`src/rtl/mwc_table.sv`:
```
// Expected-write table: DEPTH {address, data} registers, one write port, one
// asynchronous read port. Contents are deliberately not reset so a run can be repeated.
module mwc_table #(
    parameter int ADDR_W = 32,
    parameter int DATA_W = 32,
    parameter int DEPTH  = 8,
    parameter int IW     = 3
) (
    input  logic              clk,
    input  logic              wr_en,
    input  logic [IW-1:0]     wr_idx,
    input  logic [ADDR_W-1:0] wr_adr,
    input  logic [DATA_W-1:0] wr_data,
    input  logic [IW-1:0]     rd_idx,
    output logic [ADDR_W-1:0] rd_adr,
    output logic [DATA_W-1:0] rd_data
);

    logic [ADDR_W-1:0] adr_q  [DEPTH];
    logic [ADDR_W-1:0] adr_d  [DEPTH];
    logic [DATA_W-1:0] data_q [DEPTH];
    logic [DATA_W-1:0] data_d [DEPTH];

    always_comb begin
        adr_d  = adr_q;
        data_d = data_q;
        if (wr_en && (32'(wr_idx) < DEPTH)) begin
            adr_d[wr_idx]  = wr_adr;
            data_d[wr_idx] = wr_data;
        end
    end

    always_ff @(posedge clk) begin
        adr_q  <= adr_d;
        data_q <= data_d;
    end

    assign rd_adr  = adr_q[rd_idx];
    assign rd_data = data_q[rd_idx];

endmodule

```
`config.mk`:
```
export PLATFORM = sky130hd
export DESIGN_NAME = mwc_table
export DESIGN_NICKNAME = d
export VERILOG_FILES = /design/src/rtl/mwc_table.sv
export SDC_FILE = /design/constraint.sdc
export NUM_CORES = 1
export LEC_CHECK = 0
export ABC_AREA = 1
export BUFFER_PORTS_ARGS = -buffer_cell sky130_fd_sc_hd__buf_2
export CAP_MARGIN = 20
export CORE_UTILIZATION = 50
export CTS_CLUSTER_SIZE = 20
export DETAILED_ROUTE_END_ITERATION = 8
export HOLD_SLACK_MARGIN = 0.15
export PLACE_DENSITY = 0.68
export REMOVE_ABC_BUFFERS = 1
export SETUP_SLACK_MARGIN = 0.3
export SLEW_MARGIN = 10
export SYNTH_ARGS = -nofsm -noshare
export SYNTH_HDL_FRONTEND = slang
export SYNTH_SLANG_ARGS = --single-unit
```
`constraint.sdc`:
```
create_clock -name clk -period 9.56 [get_ports clk]
set_input_delay 1.912 -clock clk [delete_from_list [all_inputs] [get_ports clk]]
set_output_delay 1.912 -clock clk [all_outputs]
set_load 0.03 [all_outputs]
```
# After elaboration in Yosys (flattened, before gate mapping)
# Index checks and enable logic that the tools add are counted.
# Widths: inputs -> output; s select.
dict set report op_classes {
  n_lt_le_gt_ge 3
  mux 10
  n_bitwise 2
  reduce_logical 1
}
# op n
set op_table {}
lappend op_table {{$bwmux 256} 2}
lappend op_table {{$bmux 32 s3} 2}
lappend op_table {{$mux 32} 5}
lappend op_table {{$demux 32 s3} 1}
lappend op_table {{$ge 4x4->1 const B} 2}
lappend op_table {{$not 3->4} 2}
lappend op_table {{$lt 4x1->1 const B} 1}
lappend op_table {{$logic_and 1x1->1} 1}
dict set report totals {
  ff_bits 512
  inputBits 72
  output_inout_bits 64
}

# Longest topological paths before layout
# Gate-level depths: netlist of run 1.
dict set report depth {
  depth_word 6
  ltp_mapped 9
  mapped_depth_nobuf 6
}

# Least setup slack after synthesis of run 1
# No wires, ideal clock.
dict set report synth_timing {
  path_kind {input port to flip-flop}
  start {input wr_idx[0]}
  end {register adr_q[160] (netlist name) (enable)}
  t_arrival_ns 4.730
  t_required_ns 9.073
  slack_ns 4.343
  path_stages 3
  n_path_buf 0
  path_cell_list {inv_1 > nand2_1 > nor2_1}
}
# element line_no
set synth_rtl {}
lappend synth_rtl {{from (decl)} 11} ;# input logic [IW-1:0] wr_idx,
lappend synth_rtl {{to (signal assigned)} 34} ;# adr_q <= adr_d;
lappend synth_rtl {{to (decl)} 19} ;# logic [ADDR_W-1:0] adr_q [DEPTH];

# Worst setup path in the final report of run 1
dict set report layout_timing {
  start {input rd_idx[0]}
  end {output rd_data[2]}
}
dict set report layout_between {
  elab_chain_len 4
}
# element line_no
set layout_rtl {}
lappend layout_rtl {{from (decl)} 14} ;# input logic [IW-1:0] rd_idx,
lappend layout_rtl {{$not 3->4 (implied by the code)} 39} ;# assign rd_data = data_q[rd_idx];
lappend layout_rtl {{$bmux 32 s3} 39}
lappend layout_rtl {{$mux 32 (implied by the code) (2 in series)} 39}
lappend layout_rtl {{to (decl)} 16} ;# output logic [DATA_W-1:0] rd_data
# Every way passes these cells. The select of a mux whose other input is x is not followed.

==> results of run 1 <==
-- layout make-up --
type                       count  area (µm²)
inverter                     518        1950
antenna                        2        5.00
tap                          592         741
clock buffer                  64        1350
sequential                   512       15400
timing repair buffer         155         877
fill                        3612       19200
multi-input combinational   1102        4520
clock inverter                31         201
-- sequential cells by signal (all words and copies together) (netlist names) --
name,flops
adr_q,256
data_q,256
-- cell families after synthesis --
group                  after synthesis  synth area share (%)
flip-flops                         512                  68.7
AND/OR/NAND/NOR                   1102                  19.9
buffers and inverters              616                  11.4
-- cell usage in the layout (no fill, tap or decap), drive strengths merged --
cell / count
buf: 154
bufinv: 2
clkbuf: 65
clkinv: 27
clkinvlp: 1
diode: 2
edfxtp: 512
inv: 519
nand2: 838
nand3: 256
nor2: 8
-- power groups by stage --
stage / registers [mW] / logic (mW) / clock network, mW
finish: 2.56 / 0.390 / 1.85
global route: 2.57 / 0.437 / 1.96
CTS: 2.56 / 0.392 / 1.87
detailed placement: 2.61 / 0.391 / 0
global placement: 2.61 / 0.383 / 0
floorplan: 2.61 / 0.225 / 0
-- layer usage --
metal	GRT usage [%]	wire (µm)	vias to the layer above
met3	3.73	3030	107
met4	7.36	1190	10
met1	28.1	20500	6751
met2	35.3	22800	434
met5	0	58	-
li1	-	-	7131
-- worst max-delay path, stage by stage --
cell      delay (ns)
clkbuf_8        0.27
inv_6           0.33
buf_16          0.43
buf_4           0.60
nand2_1         0.14
nand3_1         0.11
nand2_1         0.07
nand2_1         0.06
nand2_1         0.10
buf_2           0.19
-- path summary, 6_finish.rpt --
path | to | cells past startpoint
max | rd_data[2] | 10
min | adr_q[208]$_DFFE_PP_ | 1
-- cells in the mapped netlist, drive strengths merged --
master | n | area, µm²
edfxtp | 512 | 15400
clkbuf | 6 | 22.5
inv | 518 | 1950
nand2 | 838 | 3150
nor2 | 8 | 30.0
nand3 | 256 | 1280
buf | 92 | 576
==> flow_metrics.py, run 1 <==
metrics = {
    "placed_design": {
        "port_buffers": 135,
        "place_area_mm2": 0.0234,
        "place.gp.congestion": 0.740,
        "placedCellCount": 2877,
        "place_ws_ns": 3.16,
        "dp_hpwl_um": 24500,
    },
    "clock_tree": {
        "htreeDepth": 2,
        "cts_resized": 0,
        "clk_pin_slew_ns": 0.06,
        "cts_tree": "done",
        "cts_root_buf": "clkbuf_16",
        "cts_inserted_buffers": 51,
        "cts_setup_buffers": 0,
        "clock_path_buffers": 3,
        "cts_hold_buffers": 0,
        "clock_sinks": 512,
    },
    "power_and_ir_drop": {
        "total_power_mw": 4.80,
        "pwr-share-comb_pct": 8.1,
        "leakagePower_nw": 11.6,
        "switchingPower_mw": 1.10,
        "p_sw_share_pct": 23.0,
        "seqPwrFrac_pct": 53.4,
        "peakVddDrop_mv": 0.135,
        "p_clk_share_pct": 38.5,
        "power_density_mw_per_mm2": 192,
        "power.internal_mw": 3.70,
    },
    "sta": {
        "slew_violations": 0,
        "finalHoldViolCount": 0,
        "worstMarginPinSlew_ns": 1.06,
        "rsz0062_at_grt": "false",
        "fin_crit_sh_pct": 65.2,
        "max_freq_mhz": 160,
        "fin_crit_ns": 6.23,
        "tns_ns": 0,
        "hold_ws_ns": 1.59,
        "setup_slack_ns": 3.33,
        "relSlewSlack_pct": 29.0,
        "finalSetupViolCount": 0,
    },
    "run": {
        "max_cap_viol_count": 0,
    },
    "finish": {
        "area_delta_synth_final_pct": 11.8,
        "drive_gt1_share_pct": 9.61,
        "nets": 2412,
        "final_cells": 2976,
        "postLayoutCellArea_mm2": 0.0250,
        "final_util_pct": 56.6,
    },
    "synthesis": {
        "syn_inst": 2230,
        "yosys_warnings": 0,
        "ys_ff_latch": 512,
        "yosys.cell_types.count": 12,
        "seq_area_frac_synth_pct": 68.7,
        "syn_area_mm2": 0.0224,
        "postSynthAreaPerCell_um2": 10.0,
    },
    "floorplan": {
        "die_area_mm2": 0.0456,
        "die_x_um": 214,
        "start_util_pct": 50.6,
        "fp-row-count": 77,
        "io_pins": 136,
        "fp.dieH_um": 214,
        "core_area_mm2": 0.0442,
    },
    "setup_path": {
        "crit_start": "rd_idx[0]",
        "critPathMaxFanout": 117,
        "crit_path_end_kind": "output port",
        "required_ns": 7.65,
        "start_kind": "input pin",
        "path_class": "input pin to output port",
        "crit_arrival_ns": 4.32,
    },
    "global_route": {
        "grt_pass1_wl_um": 73200,
        "overflow": 0,
        "grt_pass1_vias": 13700,
        "grt_antenna_before_repair": 7,
        "grt_use_total_pct": 21.2,
        "grt_max_degree": 153,
    },
    "drt": {
        "wl_per_cell_um": 16.0,
        "route.detailed.drc": 0,
        "vias": 14400,
        "drtPass1Iterations": 5,
        "drtAntennaViolNets": 0,
        "wl_um": 47600,
        "dr.first_iter.drc_count": 1030,
        "via_per_inst": 4.85,
    },
    "worst_hold_path": {
        "holdCritPathClass": "input pin to flop",
        "hp-start": "wr_adr[16]",
    },
    "run_status": {
        "status": "finished clean",
    },
}
Note: power is estimated with default switching activity, not from simulation.
==> inputs of run 2 (changes only) <==
--- a/config.mk
+++ b/config.mk
@@ -5,14 +5,14 @@
 export SDC_FILE = /design/constraint.sdc
 export NUM_CORES = 1
 export LEC_CHECK = 0
-export ABC_AREA = 1
+export ABC_AREA = 0
 export BUFFER_PORTS_ARGS = -buffer_cell sky130_fd_sc_hd__buf_2
 export CAP_MARGIN = 20
 export CORE_UTILIZATION = 50
 export CTS_CLUSTER_SIZE = 20
 export DETAILED_ROUTE_END_ITERATION = 8
 export HOLD_SLACK_MARGIN = 0.15
-export PLACE_DENSITY = 0.68
+export PLACE_DENSITY = 0.71
 export REMOVE_ABC_BUFFERS = 1
 export SETUP_SLACK_MARGIN = 0.3
 export SLEW_MARGIN = 10
==> constraint.sdc (replaced) <==
create_clock -name clk -period 5.7 [get_ports clk]
set_input_delay 1.14 -clock clk [delete_from_list [all_inputs] [get_ports clk]]
set_output_delay 1.14 -clock clk [all_outputs]
set_load 0.03 [all_outputs]
==> flow_metrics.py, run 2 <==
metrics = {
    "global_route": {
        "grt_use_total_pct": 18.9,
        "grt_pass1_vias": 8807,
        "grt_max_degree": 59,
        "grt_pass1_wl_um": 53500,
        "grt_antenna_before_repair": 3,
        "overflow": 0,
    },
    "finish": {
        "area_delta_synth_final_pct": 15.8,
        "nFillCells": 2667,
        "drive_gt1_share_pct": 44.5,
        "layout_commonest_cell": "edfxtp_1",
        "top_regs": "adr_q (256), data_q (256)",
        "nets": 998,
        "postLayoutCellArea_mm2": 0.0223,
        "final_cell_mix": "512 x edfxtp_1, 132 x buf_2, 128 x mux4_2",
    },
    "setup_path": {
        "path_class": "input pin to output port",
        "required_ns": 4.56,
        "crit_arrival_ns": 3.08,
        "critPathMaxFanout": 47,
        "crit_path_end_kind": "output port",
        "start_kind": "input pin",
    },
    "synthesis": {
        "synth_top_area_share_pct": 79.8,
        "synth_ff_type": "edfxtp_1",
        "ys_ff_latch": 512,
        "synth-compound-area-share_pct": 0,
        "postSynthAreaPerCell_um2": 25.6,
        "async_flop_share_pct": 0,
        "synth-edff-count": 512,
        "synth_mux_area_share_pct": 18.7,
        "synth_most_common_cell": "edfxtp_1",
        "synth_fa_ha_area_share_pct": 0,
        "synthXorXnorAreaFrac_pct": 0,
        "yosys.cell_types.count": 12,
        "synth_area_leaders": "edfxtp_1 80%, mux4_2 15%, mux2_2 3.7%",
        "synthTopCellsByCount": "512 x edfxtp_1, 128 x mux4_2, 64 x mux2_2",
        "syn_area_mm2": 0.0193,
        "synth_simple_gate_area_share_pct": 0.305,
        "yosys.area.top_type": "edfxtp_1",
        "syn_inst": 752,
        "seq_area_frac_synth_pct": 79.8,
        "synth_top_family_by_area": "multiplexers",
        "yosys_warnings": 0,
    },
    "sta": {
        "finalHoldViolCount": 0,
        "worstMarginPinSlew_ns": 0.778,
        "hold_ws_ns": 0.832,
        "fin_crit_sh_pct": 74.0,
        "fin_crit_ns": 4.22,
        "finalSetupViolCount": 0,
        "max_freq_mhz": 237,
        "rsz0062_at_grt": "false",
        "relSlewSlack_pct": 48.1,
        "slew_violations": 0,
        "setup_slack_ns": 1.48,
    },
    "placed_design": {
        "place_area_mm2": 0.0206,
        "dp_hpwl_um": 18800,
        "place_ws_ns": 1.43,
        "port_buffers": 135,
        "place.gp.congestion": 0.707,
    },
    "clock_tree": {
        "htreeDepth": 2,
        "cts_resized": 0,
        "cts_inserted_buffers": 50,
        "clock_path_buffers": 3,
        "clock_sinks": 512,
        "cts_root_buf": "clkbuf_16",
        "clk_pin_slew_ns": 0.06,
        "cts_hold_buffers": 0,
        "cts_tree": "done",
        "cts_setup_buffers": 0,
    },
    "floorplan": {
        "fp-row-count": 71,
        "die_x_um": 198,
        "start_util_pct": 51.0,
        "die_area_mm2": 0.0393,
        "core_area_mm2": 0.0378,
        "fp.dieH_um": 198,
        "io_pins": 136,
    },
    "power_and_ir_drop": {
        "leakagePower_nw": 7.22,
        "power_density_mw_per_mm2": 365,
        "peakVddDrop_mv": 0.259,
        "total_power_mw": 8.15,
    },
    "drt": {
        "wl_per_cell_um": 23.9,
        "via_per_inst": 5.55,
        "route.detailed.drc": 0,
        "dr.first_iter.drc_count": 512,
        "drtPass1Iterations": 5,
        "drtAntennaViolNets": 0,
        "vias": 8207,
        "wl_um": 35400,
    },
    "worst_hold_path": {
        "holdCritPathClass": "input pin to flop",
    },
    "run": {
        "max_cap_viol_count": 0,
    },
    "run_status": {
        "status": "finished clean",
    },
}
==> run 2: cell count changes in the layout (fill, tap and decap cells not counted), moves of 11 or more <==
cell and delta:
nand2_1 -836, inv_1 -515, nand3_1 -256, mux4_2 +128
mux2_2 +64, clkinv_1 -11
==> run 2: final timing paths <==
| path | from | endpoint | depth (start not counted) | slack [ns] |
|---|---|---|---|---|
| setup / recovery | rd_idx[2] | rd_adr[5] | 5 | 1.48 |
| hold / removal | wr_adr[16] | adr_q[16]$_DFFE_PP_ | 1 | 0.83 |
==> run 2: power breakdown <==
part	total (mW)	internal, mW	switching (mW)
sequential	4.30	4.27	0.0248
combinational	0.535	0.215	0.320
clock	3.32	2.00	1.32
==> run 2: final cells by class <==
class | count | area [µm²] | share of cell area, %
sequential | 512 | 15400 | 68.9
multi-input combinational | 205 | 3720 | 16.7
clock buffer | 63 | 1360 | 6.11
timing repair buffer | 157 | 892 | 4.00
tap | 511 | 639 | 2.87
clock inverter | 28 | 309 | 1.39
antenna | 3 | 7.51 | 0.0337
==> run 2: cell families after synthesis <==
family | after synthesis
flip-flops | 512
multiplexers | 192
AND/OR/NAND/NOR | 13
buffers and inverters | 35
==> run 2: critical path: stages <==
cell and delay, ns:
buf_4 0.55, buf_4 0.48, mux4_2 0.39, mux2_2 0.28, buf_2 0.18
==> run 2: layer usage <==
metal	vias to the layer above	GRT usage (%)	routed length [µm]
met2	174	31.9	18000
met3	56	4.14	1900
li1	3608	-	-
met1	4367	24.6	14800
met5	-	0	13
met4	2	6.06	709
==> run 2: stage by stage <==
step           setup TNS (ns)  utilization (%)  std cells
2_1_floorplan          -64.38                -        717
4_1_cts                     0             59.1       1476
3_3_place_gp                0             54.6       1385
3_5_place_dp                0             54.6       1385
5_1_grt                     0             59.1       1477
6_report                    0             59.1       1479
==> inputs of run 3 (changes only) <==
--- a/config.mk
+++ b/config.mk
@@ -12,7 +12,7 @@
 export CTS_CLUSTER_SIZE = 20
 export DETAILED_ROUTE_END_ITERATION = 8
 export HOLD_SLACK_MARGIN = 0.15
-export PLACE_DENSITY = 0.71
+export PLACE_DENSITY = 0.68
 export REMOVE_ABC_BUFFERS = 1
 export SETUP_SLACK_MARGIN = 0.3
 export SLEW_MARGIN = 10
==> constraint.sdc (replaced) <==
create_clock -name clk -period 4.4 [get_ports clk]
set_input_delay 0.88 -clock clk [delete_from_list [all_inputs] [get_ports clk]]
set_output_delay 0.88 -clock clk [all_outputs]
set_load 0.03 [all_outputs]
==> flow_metrics.py, run 3 (same netlist as run 2, synthesis figures left out) <==
metrics = {
    "run_status": {
        "status": "finished clean",
    },
    "sta": {
        "finalSetupViolCount": 0,
        "setup_slack_ns": 0.884,
        "relSlewSlack_pct": 51.3,
        "rsz0062_at_grt": "false",
        "fin_crit_sh_pct": 79.9,
        "finalHoldViolCount": 0,
        "fin_crit_ns": 3.52,
        "slew_violations": 0,
        "worstMarginPinSlew_ns": 0.731,
        "max_freq_mhz": 284,
    },
    "setup_path": {
        "path_class": "input pin to output port",
        "critPathBufInv": 3,
        "required_ns": 3.52,
        "crit_arrival_ns": 2.64,
        "path_cells": "clkbuf_8 -> buf_12 -> mux4_2 -> mux2_2 -> buf_2",
        "critPathSlowestCell": "mux4_2",
        "crit_start": "rd_idx[0]",
        "critPathMaxFanout": 35,
        "path_delay_family": "multiplexers",
        "slowest_delay_ns": 0.55,
        "start_kind": "input pin",
        "crit_path_end_kind": "output port",
    },
    "finish": {
        "final_cell_mix": "512 x edfxtp_1, 132 x buf_2, 128 x mux4_2",
        "drive_gt1_share_pct": 44.1,
        "top_regs": "adr_q (256), data_q (256)",
        "area_delta_synth_final_pct": 15.9,
        "layout_commonest_cell": "edfxtp_1",
        "nets": 999,
    },
    "clock_tree": {
        "cts_hold_buffers": 0,
        "clock_path_buffers": 3,
        "cts_tree": "done",
        "cts_resized": 0,
        "cts_setup_buffers": 0,
        "cts_root_buf": "clkbuf_16",
        "clk_pin_slew_ns": 0.06,
        "clock_sinks": 512,
        "cts_inserted_buffers": 50,
        "htreeDepth": 2,
    },
    "drt": {
        "vias": 8319,
        "drtPass1Iterations": 5,
        "wl_um": 35800,
        "wl_per_cell_um": 24.2,
        "via_per_inst": 5.64,
        "drtAntennaViolNets": 0,
        "dr.first_iter.drc_count": 524,
        "route.detailed.drc": 0,
    },
    "global_route": {
        "grt_antenna_before_repair": 5,
        "grt_pass1_wl_um": 53900,
        "grt_max_degree": 65,
        "grt_pass1_vias": 8950,
        "overflow": 0,
        "grt_use_total_pct": 19.1,
    },
    "floorplan": {
        "fp.dieH_um": 198,
        "io_pins": 136,
        "die_area_mm2": 0.0393,
        "fp-row-count": 71,
        "start_util_pct": 51.0,
        "die_x_um": 198,
        "core_area_mm2": 0.0378,
    },
    "worst_hold_path": {
        "holdCritPathClass": "input pin to flop",
        "hp-start": "wr_adr[20]",
    },
    "placed_design": {
        "place_ws_ns": 0.844,
        "port_buffers": 135,
        "dp_hpwl_um": 17800,
        "place.gp.congestion": 0.677,
    },
    "power_and_ir_drop": {
        "power_density_mw_per_mm2": 461,
        "total_power_mw": 10.3,
        "leakagePower_nw": 7.20,
        "peakVddDrop_mv": 0.317,
    },
    "run": {
        "max_cap_viol_count": 0,
    },
}
-- run 3: power breakdown --
| part | switching (mW) | total [mW] | internal, mW | leakage, nW |
|---|---|---|---|---|
| clock network | 1.66 | 4.01 | 2.35 | 0.758 |
| registers | 0.0327 | 5.57 | 5.53 | 4.65 |
| logic | 0.421 | 0.711 | 0.290 | 1.80 |
| total | 2.11 | 10.3 | 8.18 | 7.20 |
-- run 3: final cells by class --
| class | instances | area, µm² |
|---|---|---|
| Antenna cell | 4 | 10.0 |
| Clock buffer | 64 | 1370 |
| Clock inverter | 22 | 176 |
| Fill cell | 2685 | 15400 |
| Multi-Input combinational cell | 205 | 3720 |
| Sequential cell | 512 | 15400 |
| Tap cell | 511 | 639 |
| Timing Repair Buffer | 158 | 1040 |
-- run 3: final timing paths --
| path | depth (start not counted) | to | slack, ns |
|---|---|---|---|
| min | 1 | adr_q[148]$_DFFE_PP_ | 0.57 |
| max | 5 | rd_adr[16] | 0.88 |
-- run 3: metrics by stage --
stage | util [%] | cell area, µm² | instances | setup TNS, ns | hold slack (ns)
floorplan | - | 19000 | 717 | -197.50 | 0.979
global placement | 55.0 | 20800 | 1386 | 0 | 1.14
detailed placement | 55.0 | 20800 | 1386 | 0 | 1.15
CTS | 59.1 | 22300 | 1472 | 0 | 0.534
global route | 59.1 | 22300 | 1473 | 0 | 0.556
finish | 59.1 | 22300 | 1476 | 0 | 0.570
-- run 3: layer usage --
metal | global-route usage (%) | part of all wire (%)
met4 | 6.66 | 2.3
met5 | 0 | 0.056
met1 | 26.8 | 44
met3 | 4.02 | 6.0
met2 | 29.9 | 48
